File: src/rtl/cpu_pkg.sv
// Shared constants for the COEN122 datapath: instruction field bounds,
// the NOP encoding and the opcode set seen by decode.
package cpu_pkg;

  localparam int OPC_HI = 31;
  localparam int OPC_LO = 28;
  localparam int OPC_W  = 4;

  localparam int RD_HI  = 27;
  localparam int RD_LO  = 22;
  localparam int RS_HI  = 21;
  localparam int RS_LO  = 16;
  localparam int RT_HI  = 15;
  localparam int RT_LO  = 10;
  localparam int REG_W  = 6;

  localparam logic [31:0] NOP_INSTR = 32'h0;

  typedef enum logic [OPC_W-1:0] {
    OP_NOP  = 4'b0000,
    OP_ST   = 4'b0011,
    OP_ADD  = 4'b0100,
    OP_INC  = 4'b0101,
    OP_NEG  = 4'b0110,
    OP_SUB  = 4'b0111,
    OP_J    = 4'b1000,
    OP_BRZ  = 4'b1001,
    OP_JM   = 4'b1010,
    OP_BRN  = 4'b1011,
    OP_LD   = 4'b1110,
    OP_SVPC = 4'b1111
  } opcode_e;

endpackage

File: src/rtl/pc_reg.sv
// Program counter with its next-PC mux: reset > redirect > hold > step.
// Ports: clock, reset, redirect/redirect_pc, hold in; pc out.
module pc_reg #(
  parameter int                  PC_WIDTH = 32,
  parameter logic [PC_WIDTH-1:0] RESET_PC = '0,
  parameter int                  PC_STEP  = 1
) (
  input  logic                clock,
  input  logic                reset,
  input  logic                redirect,
  input  logic [PC_WIDTH-1:0] redirect_pc,
  input  logic                hold,
  output logic [PC_WIDTH-1:0] pc
);

  logic [PC_WIDTH-1:0] pc_d;
  logic [PC_WIDTH-1:0] pc_q;

  // Increment is truncated to PC_WIDTH, so the PC wraps at all-ones.
  always_comb begin
    pc_d = pc_q;
    if (redirect) begin
      pc_d = redirect_pc;
    end else if (!hold) begin
      pc_d = pc_q + PC_WIDTH'(PC_STEP);
    end
  end

  always_ff @(posedge clock or posedge reset) begin
    if (reset) begin
      pc_q <= RESET_PC;
    end else begin
      pc_q <= pc_d;
    end
  end

  assign pc = pc_q;

endmodule

File: src/rtl/fetch_stage.sv
// Fetch stage and IF/ID register; slices the latched word into fields.
// Ports: clock/reset, stall/redirect/wb_write ctl, imem bus, IF/ID + fields.
module fetch_stage
  import cpu_pkg::*;
#(
  parameter int                  PC_WIDTH = 32,
  parameter logic [PC_WIDTH-1:0] RESET_PC = '0,
  parameter int                  PC_STEP  = 1
) (
  input  logic                clock,
  input  logic                reset,
  input  logic                stall,
  input  logic                redirect,
  input  logic [PC_WIDTH-1:0] redirect_pc,
  input  logic                wb_write,
  output logic [PC_WIDTH-1:0] imem_addr,
  input  logic [31:0]         imem_data,
  output logic                id_valid,
  output logic [PC_WIDTH-1:0] id_pc,
  output logic [31:0]         id_instr,
  output logic [OPC_W-1:0]    opcode,
  output logic [REG_W-1:0]    rd_addr,
  output logic [REG_W-1:0]    rs_addr,
  output logic [REG_W-1:0]    rt_addr
);

  // Register file ignores reads while writeback owns its port.
  logic hold;
  assign hold = stall | wb_write;

  logic [PC_WIDTH-1:0] pc;

  pc_reg #(
    .PC_WIDTH (PC_WIDTH),
    .RESET_PC (RESET_PC),
    .PC_STEP  (PC_STEP)
  ) u_pc_reg (
    .clock       (clock),
    .reset       (reset),
    .redirect    (redirect),
    .redirect_pc (redirect_pc),
    .hold        (hold),
    .pc          (pc)
  );

  logic                id_valid_d, id_valid_q;
  logic [PC_WIDTH-1:0] id_pc_d, id_pc_q;
  logic [31:0]         id_instr_d, id_instr_q;

  // Redirect leaves id_pc alone; only valid and the word are squashed.
  always_comb begin
    id_valid_d = id_valid_q;
    id_pc_d    = id_pc_q;
    id_instr_d = id_instr_q;
    if (redirect) begin
      id_valid_d = 1'b0;
      id_instr_d = NOP_INSTR;
    end else if (!hold) begin
      id_valid_d = 1'b1;
      id_pc_d    = pc;
      id_instr_d = imem_data;
    end
  end

  always_ff @(posedge clock or posedge reset) begin
    if (reset) begin
      id_valid_q <= 1'b0;
      id_pc_q    <= '0;
      id_instr_q <= NOP_INSTR;
    end else begin
      id_valid_q <= id_valid_d;
      id_pc_q    <= id_pc_d;
      id_instr_q <= id_instr_d;
    end
  end

  assign imem_addr = pc;
  assign id_valid  = id_valid_q;
  assign id_pc     = id_pc_q;
  assign id_instr  = id_instr_q;
  assign opcode    = id_instr_q[OPC_HI:OPC_LO];
  assign rd_addr   = id_instr_q[RD_HI:RD_LO];
  assign rs_addr   = id_instr_q[RS_HI:RS_LO];
  assign rt_addr   = id_instr_q[RT_HI:RT_LO];

endmodule
File: config.mk
export PLATFORM = sky130hd
export DESIGN_NAME = fetch_stage
export DESIGN_NICKNAME = d
export VERILOG_FILES = /design/src/rtl/cpu_pkg.sv /design/src/rtl/pc_reg.sv /design/src/rtl/fetch_stage.sv
export SDC_FILE = /design/constraint.sdc
export NUM_CORES = 1
export LEC_CHECK = 0
export CORE_MARGIN = 2
export CORE_UTILIZATION = 47
export CTS_CLUSTER_DIAMETER = 50
export DETAILED_ROUTE_END_ITERATION = 8
export GPL_ROUTABILITY_DRIVEN = 0
export PLACE_DENSITY_LB_ADDON = 0.15
export SLEW_MARGIN = 20
export SYNTH_ARGS = -nofsm -noshare
export SYNTH_HDL_FRONTEND = slang
export SYNTH_SLANG_ARGS = --single-unit
File: constraint.sdc
create_clock -name clock -period 8.8 [get_ports clock]
set_clock_uncertainty 0.1 [all_clocks]
set_input_delay 0.88 -clock clock [delete_from_list [all_inputs] [get_ports clock]]
set_output_delay 0.88 -clock clock [all_outputs]
set_load 0.05 [all_outputs]
==> results of run 1 <==
[cells by family after synthesis]
group,Yosys count,share of synthesized area
compound gates,77,0.09689
mux,35,0.08471
xor+xnor,12,0.02273
buf+inv,53,0.06955
flops,97,0.5250
simple gates,180,0.1984
fa+ha+maj,1,0.002706
[area by class of cell]
cell class / count / area, µm² / area share
Inverter: 5 / 21.27 / 0.003215
Clock buffer: 10 / 137.6 / 0.02081
Tap cell: 133 / 166.4 / 0.02516
Timing Repair Buffer: 189 / 1882 / 0.2845
Multi-Input combinational cell: 305 / 1889 / 0.2856
Clock inverter: 6 / 91.34 / 0.01381
Sequential cell: 97 / 2427 / 0.3669
[worst register-to-register path: cells and delay by family, from the launching register on]
kind / cells / cell delay [ps]
simple gates: 3 / 1540
flops: 1 / 500
compound gates: 1 / 180
[per-stage QoR]
step	cell area [µm²]	worst slack, ps
5_1_grt	6615	5529
4_1_cts	6615	5664
6_report	6615	5703
3_5_place_dp	6386	5259
3_3_place_gp	6386	5333
2_1_floorplan	4623	5286
[worst min path at each step]
stage                     slack, ps                    start                      end  cells past startpoint
after floorplan                 660  id_instr[0]$_DFFE_PP0P_  id_instr[0]$_DFFE_PP0P_                      2
after global placement          390    id_pc[25]$_DFFE_PP0P_    id_pc[25]$_DFFE_PP0P_                      1
after detailed placement        390    id_pc[12]$_DFFE_PP0P_    id_pc[12]$_DFFE_PP0P_                      1
after CTS                       420    id_pc[13]$_DFFE_PP0P_    id_pc[13]$_DFFE_PP0P_                      1
after global routing            430    id_pc[11]$_DFFE_PP0P_    id_pc[11]$_DFFE_PP0P_                      1
final                           410    id_pc[13]$_DFFE_PP0P_    id_pc[13]$_DFFE_PP0P_                      1
[power by group]
group,switching [W],internal [W]
Sequential,0.0000483,0.000499
Combinational,0.000297,0.000170
Clock,0.000159,0.000169
Total,0.000504,0.000838
[layout by cell type, fill, tap and decap left out, drive strengths merged, types with 2 or more instances in the layout]
cell type	count
inv	5
and3	5
nand4	15
xor2	7
a31oi	11
bufinv	2
a21oi	34
and4	6
nor4	5
nor2	20
mux2i	2
o31ai	9
nand3	11
xnor2	5
dfrtp	97
o211ai	4
buf	3
or3	2
clkbuf	10
mux2	33
nand2	95
clkinv	4
o31a	2
o21ai	15
clkdlybuf4s50	186
or4	15
[routing by layer]
metal / track usage / routed length (µm) / up-vias
li1: - / - / 1892
met1: 0.2869 / 5159 / 1953
met2: 0.3946 / 5990 / 154
met3: 0.04503 / 809 / 12
met4: 0.07389 / 145 / 0
met5: 0 / 0 / -
==> metrics.log, run 1 <==
[metrics] Synth Flop Type: dfrtp_1
[metrics] final clock period utilization by the worst path: 0.3519
[metrics] sequential-to-total area share from yosys stat: 0.5250
[metrics] CTS clk-pin slew, worst paths: 100 ps
[metrics] antenna cells: 0
[metrics] Post-Route Utilization: 0.6863
[metrics] hpwl dp: 8484 µm
[metrics] delay of the slowest cell on the worst path: 820 ps
[metrics] actual slew at the worst max-slew pin: 959.1 ps
[metrics] Req. time, crit path: 8950 ps
[metrics] top-area cell type share of the netlist area: 0.5250
[metrics] type of element launching the critical path: primary input
[metrics] TritonCTS clock tree: yes
[metrics] critical path buffer and inverter count: 1
[metrics] slowest cell on the critical path: nor2_4
[metrics] number of top-level pins: 188
[metrics] relative slew slack: 0.3591
[metrics] critical path class: in2reg
[metrics] DRT Pass-1 Iters: 4
[metrics] final number of max-transition violations: 0
[metrics] Post-CTS Setup Inserts: 0
[metrics] number of synthesized register bits: 97
[metrics] biggest area consumer among synthesized cells: dfrtp_1
[metrics] width of the die: 103.2 µm
[metrics] top post-synthesis cells by count: 97 x dfrtp_1, 95 x nand2_1, 34 x a21oi_1
[metrics] cell total after placement: 729
[metrics] Resized cells post-CTS: 0
[metrics] setup slack, reg-to-reg: 6410 ps
[metrics] fill cell count: 784
[metrics] placeable core region: 0.009639 mm²
[metrics] overall power after layout: 0.001342 W
[metrics] Reg-to-Reg End: u_pc_reg.pc[21]$_DFFE_PP0P_
[metrics] clock root buffer master: clkbuf_8
[metrics] Fin. Hold Viols: 0
[metrics] signed area change from the synthesized netlist to the final layout: 43.09%
[metrics] via count of the first global-routing pass: 3,859
[metrics] worst-case vdd ir drop: 115.1 µV
[metrics] clock latency of the later-clocked register in the worst-skew pair: 360 ps
[metrics] Final ANT Viol Nets: 0
[metrics] hold bufs inserted after CTS: 0
[metrics] path depth of the worst reg2reg path: 4
[metrics] total negative setup slack: 0 ps
[metrics] post-layout min period: 3097 ps
[metrics] instance count of the mapped netlist: 455
[metrics] Crit path arrival time: 3240 ps
[metrics] number of synthesis warnings: 0
[metrics] CTS Buf Count: 9
[metrics] total leakage power: 2.613 nW
[metrics] final hold slack: 411.3 ps
[metrics] cell row count: 36
[metrics] RSZ-0062 raised after global routing: false
[metrics] Crit. End Element: register
[metrics] number of flops mapped to enable cells by yosys: 0
[metrics] DR iter-0 viols: 167
[metrics] maximum fanout along the worst path: 37
[metrics] areal power density over the cells: 202.9 mW/mm²
[metrics] outcome: completed
[metrics] initial standard-cell utilization of the core: 0.4796
[metrics] pin count of the biggest net entering global routing: 76
[metrics] syn_nets: 525
[metrics] RR Startpoint: u_pc_reg.pc[2]$_DFFE_PP0P_
[metrics] FFs w/ async S/R, synth: 1.000
[metrics] proportion of layout cells with a drive suffix above 1: 0.1078
[metrics] type of the tightest min-delay check: reg2reg
[metrics] count of nets after finishing: 677
[metrics] final standard cell count with taps included and fillers excluded: 745
[metrics] worst setup path endpoint: u_pc_reg.pc[22]$_DFFE_PP0P_
[metrics] Critical Path Source: wb_write
[metrics] wire length per cell: 16.25 µm
[metrics] wire length of the first global-routing pass: 18,830 µm
[metrics] number of library cell types mapped by synthesis: 42
[metrics] per-cell via count in the routed design: 5.384
[metrics] maximum buffer depth of the clock tree: 2
[metrics] achievable clock frequency: 0.3229 GHz
[metrics] Vias: 4,011
[metrics] netlist area before placement: 0.004623 mm²
[metrics] initial antenna violation count: 0
[metrics] average cell area after synthesis: 10.16 µm²
[metrics] Total Routed Length: 12,110 µm
[metrics] number of I/O port buffers: 187
[metrics] largest delay contributor family on the critical path: simple AND/OR/NAND/NOR gates
[metrics] cell count along the critical path: 5
[metrics] total clock sinks: 97
[metrics] number of design rule violations left after detail routing: 0
[metrics] number of max-capacitance violations reported: 0
[metrics] final setup fails: 0
[metrics] critical-path cell list: clkdlybuf4s50_1 -> or2_2 -> nor2_4 -> nor4bb_1 -> a21oi_1
[metrics] Total Die Area: 0.01065 mm²
[metrics] overflow left after global routing: 0
[metrics] number of H-tree levels: 3
[metrics] most area-consuming cells after synthesis: dfrtp_1 53%, mux2_2 8.0%, nand2_1 7.7%
[metrics] die height: 103.2 µm
[metrics] cell with the most instances after synthesis: dfrtp_1
[metrics] total track usage: 0.2272
(Power assumes the default switching activity.)
==> inputs of run 2 (changes only) <==
--- a/config.mk
+++ b/config.mk
@@ -6,7 +6,7 @@
 export NUM_CORES = 1
 export LEC_CHECK = 0
 export CORE_MARGIN = 2
-export CORE_UTILIZATION = 47
+export CORE_UTILIZATION = 39
 export CTS_CLUSTER_DIAMETER = 50
 export DETAILED_ROUTE_END_ITERATION = 8
 export GPL_ROUTABILITY_DRIVEN = 0
==> constraint.sdc (replaced) <==
create_clock -name clock -period 2.65 [get_ports clock]
set_clock_uncertainty 0.1 [all_clocks]
set_input_delay 0.265 -clock clock [delete_from_list [all_inputs] [get_ports clock]]
set_output_delay 0.265 -clock clock [all_outputs]
set_load 0.05 [all_outputs]
==> run 2 against run 1 <==
  * The run now ends with DRC left
  * Final cell count rose by 2.6%
  * Global-route usage fell by 2.9 points
  * Critical path depth fell by 1
  * Routed wire length rose by 3.7%
  * Core utilization fell by 9.7 points
  * Clock-buffer cell count did not move
  * Largest power group unchanged
==> metrics.log, run 2 (synthesized netlist as in run 1, its figures left out) <==
[metrics] Post-CTS Setup Inserts: 0
[metrics] wire length per cell: 16.43 µm
[metrics] commonest cells after routing, fill and taps aside: 186 x clkdlybuf4s50_1, 97 x dfrtp_1, 95 x nand2_1
[metrics] number of top-level pins: 188
[metrics] total leakage power: 2.691 nW
[metrics] hpwl dp: 9109 µm
[metrics] hold bufs inserted after CTS: 0
[metrics] final number of max-transition violations: 0
[metrics] final setup fails: 0
[metrics] placeable core region: 0.01152 mm²
[metrics] Req. time, crit path: 2800 ps
[metrics] DR iter-0 viols: 249
[metrics] RSZ-0062 raised after global routing: false
[metrics] TritonCTS clock tree: yes
[metrics] achievable clock frequency: 0.4689 GHz
[metrics] relative slew slack: 0.6340
[metrics] Final ANT Viol Nets: 0
[metrics] per-cell via count in the routed design: 5.195
[metrics] areal power density over the cells: 693.9 mW/mm²
[metrics] final setup margin: 517.5 ps
[metrics] antenna cells: 0
[metrics] count of nets after finishing: 687
[metrics] total negative setup slack: 0 ps
[metrics] Vias: 3,969
[metrics] signed area change from the synthesized netlist to the final layout: 46.87%
[metrics] combined flip-flop and latch cell area: 0.002427 mm²
[metrics] Fin. Hold Viols: 0
[metrics] cell row count: 39
[metrics] maximum fanout along the worst path: 8
[metrics] CTS clk-pin slew, worst paths: 70 ps
[metrics] fill cell count: 1,002
[metrics] maximum buffer depth of the clock tree: 2
[metrics] CTS Buf Count: 9
[metrics] type of the tightest min-delay check: in2async
[metrics] Post-Route Utilization: 0.5896
[metrics] setup slack, reg-to-reg: 520 ps
[metrics] failing checks: DRC
[metrics] Total Routed Length: 12,550 µm
[metrics] RR Startpoint: u_pc_reg.pc[18]$_DFFE_PP0P_
[metrics] clock latency of the later-clocked register in the worst-skew pair: 340 ps
[metrics] cell total after placement: 749
[metrics] placement-stage worst setup slack: 282.8 ps
[metrics] critical path class: reg2reg
[metrics] final clock period utilization by the worst path: 0.8047
[metrics] overflow left after global routing: 0
[metrics] pin count of the biggest net entering global routing: 98
[metrics] width of the die: 112.9 µm
[metrics] Resized cells post-CTS: 0
[metrics] DRT Pass-1 Iters: 7
[metrics] via count of the first global-routing pass: 4,059
[metrics] clock root buffer master: clkbuf_16
[metrics] type of element launching the critical path: register
[metrics] worst-case vdd ir drop: 382.4 µV
[metrics] Critical Path Source: u_pc_reg.pc[18]$_DFFE_PP0P_
[metrics] number of max-capacitance violations reported: 0
[metrics] final standard cell count with taps included and fillers excluded: 764
[metrics] total track usage: 0.1986
[metrics] total clock sinks: 97
[metrics] Total Die Area: 0.01274 mm²
[metrics] number of H-tree levels: 3
[metrics] Crit path arrival time: 2280 ps
[metrics] path depth of the worst reg2reg path: 4
[metrics] proportion of layout cells with a drive suffix above 1: 0.1208
[metrics] initial standard-cell utilization of the core: 0.4015
[metrics] initial antenna violation count: 0
[metrics] area occupied by multi-input gates: 0.001889 mm²
[metrics] post-layout min period: 2133 ps
[metrics] number of I/O port buffers: 187
[metrics] number of design rule violations left after detail routing: 17
[metrics] actual slew at the worst max-slew pin: 544.0 ps
[metrics] outcome: complete, but fails checks
[metrics] die height: 112.9 µm
[metrics] Crit. End Element: register
[metrics] leading cell type in the layout, fill and taps excluded: clkdlybuf4s50_1
[metrics] wire length of the first global-routing pass: 20,240 µm
run 2: cell types whose count changed in the layout (fill, tap and decap cells not counted):
cell,delta
clkinv_4,-2
inv_4,-1
inv_6,+2
clkbuf_8,-9
clkinvlp_4,+2
buf_12,+1
clkinv_2,-1
clkbuf_16,+9
bufinv_16,-1
buf_4,+9
run 2: layer usage:
metal  routed length [µm]  global-route usage  up-vias  part of all wire
li1                     -                   -     1907                 -
met1                 5288              0.2532     1911              0.42
met2                 6222              0.3337      145              0.50
met3                  940             0.05410        6             0.075
met4                   99             0.05772        0            0.0079
met5                    0                   0        -                 0
run 2: cell type report:
class,instances,area share
clock buffers,10,0.03519
multi-input cells,305,0.2782
inverters,5,0.003317
repair buffers,199,0.2900
well taps,143,0.02635
clock inverters,5,0.009397
flip-flops and latches,97,0.3575
run 2: worst max-delay path, stage by stage (launching register included):
cell and delay (ps):
dfrtp_1 500, nand4_4 190, or4_4 550, or4_1 500, a31oi_1 210
run 2: report_power, final:
part,switching [W],leakage (nW),internal (W)
Combinational,0.000995,1.35,0.000576
Sequential,0.000153,1.20,0.00166
Clock,0.000565,0.146,0.000761
Total,0.00171,2.69,0.00300
run 2: through the flow:
stage          area [µm²]  total power (W)  hold WS, ps
2_1_floorplan        4627         0.002826        284.9
3_3_place_gp         6487         0.003405        377.3
3_5_place_dp         6487         0.003425        395.1
4_1_cts              6790         0.004770        345.2
5_1_grt              6790         0.004927        368.8
6_report             6790         0.004712        319.0
run 2: worst paths after layout:
check                                               to
setup / recovery           u_pc_reg.pc[30]$_DFFE_PP0P_
hold / removal                id_instr[11]$_DFFE_PP0P_
setup reg to reg           u_pc_reg.pc[30]$_DFFE_PP0P_
hold reg to reg                   id_pc[8]$_DFFE_PP0P_
max in group asynchronous  u_pc_reg.pc[17]$_DFFE_PP0P_
min in group clock                id_valid$_DFFE_PP0P_
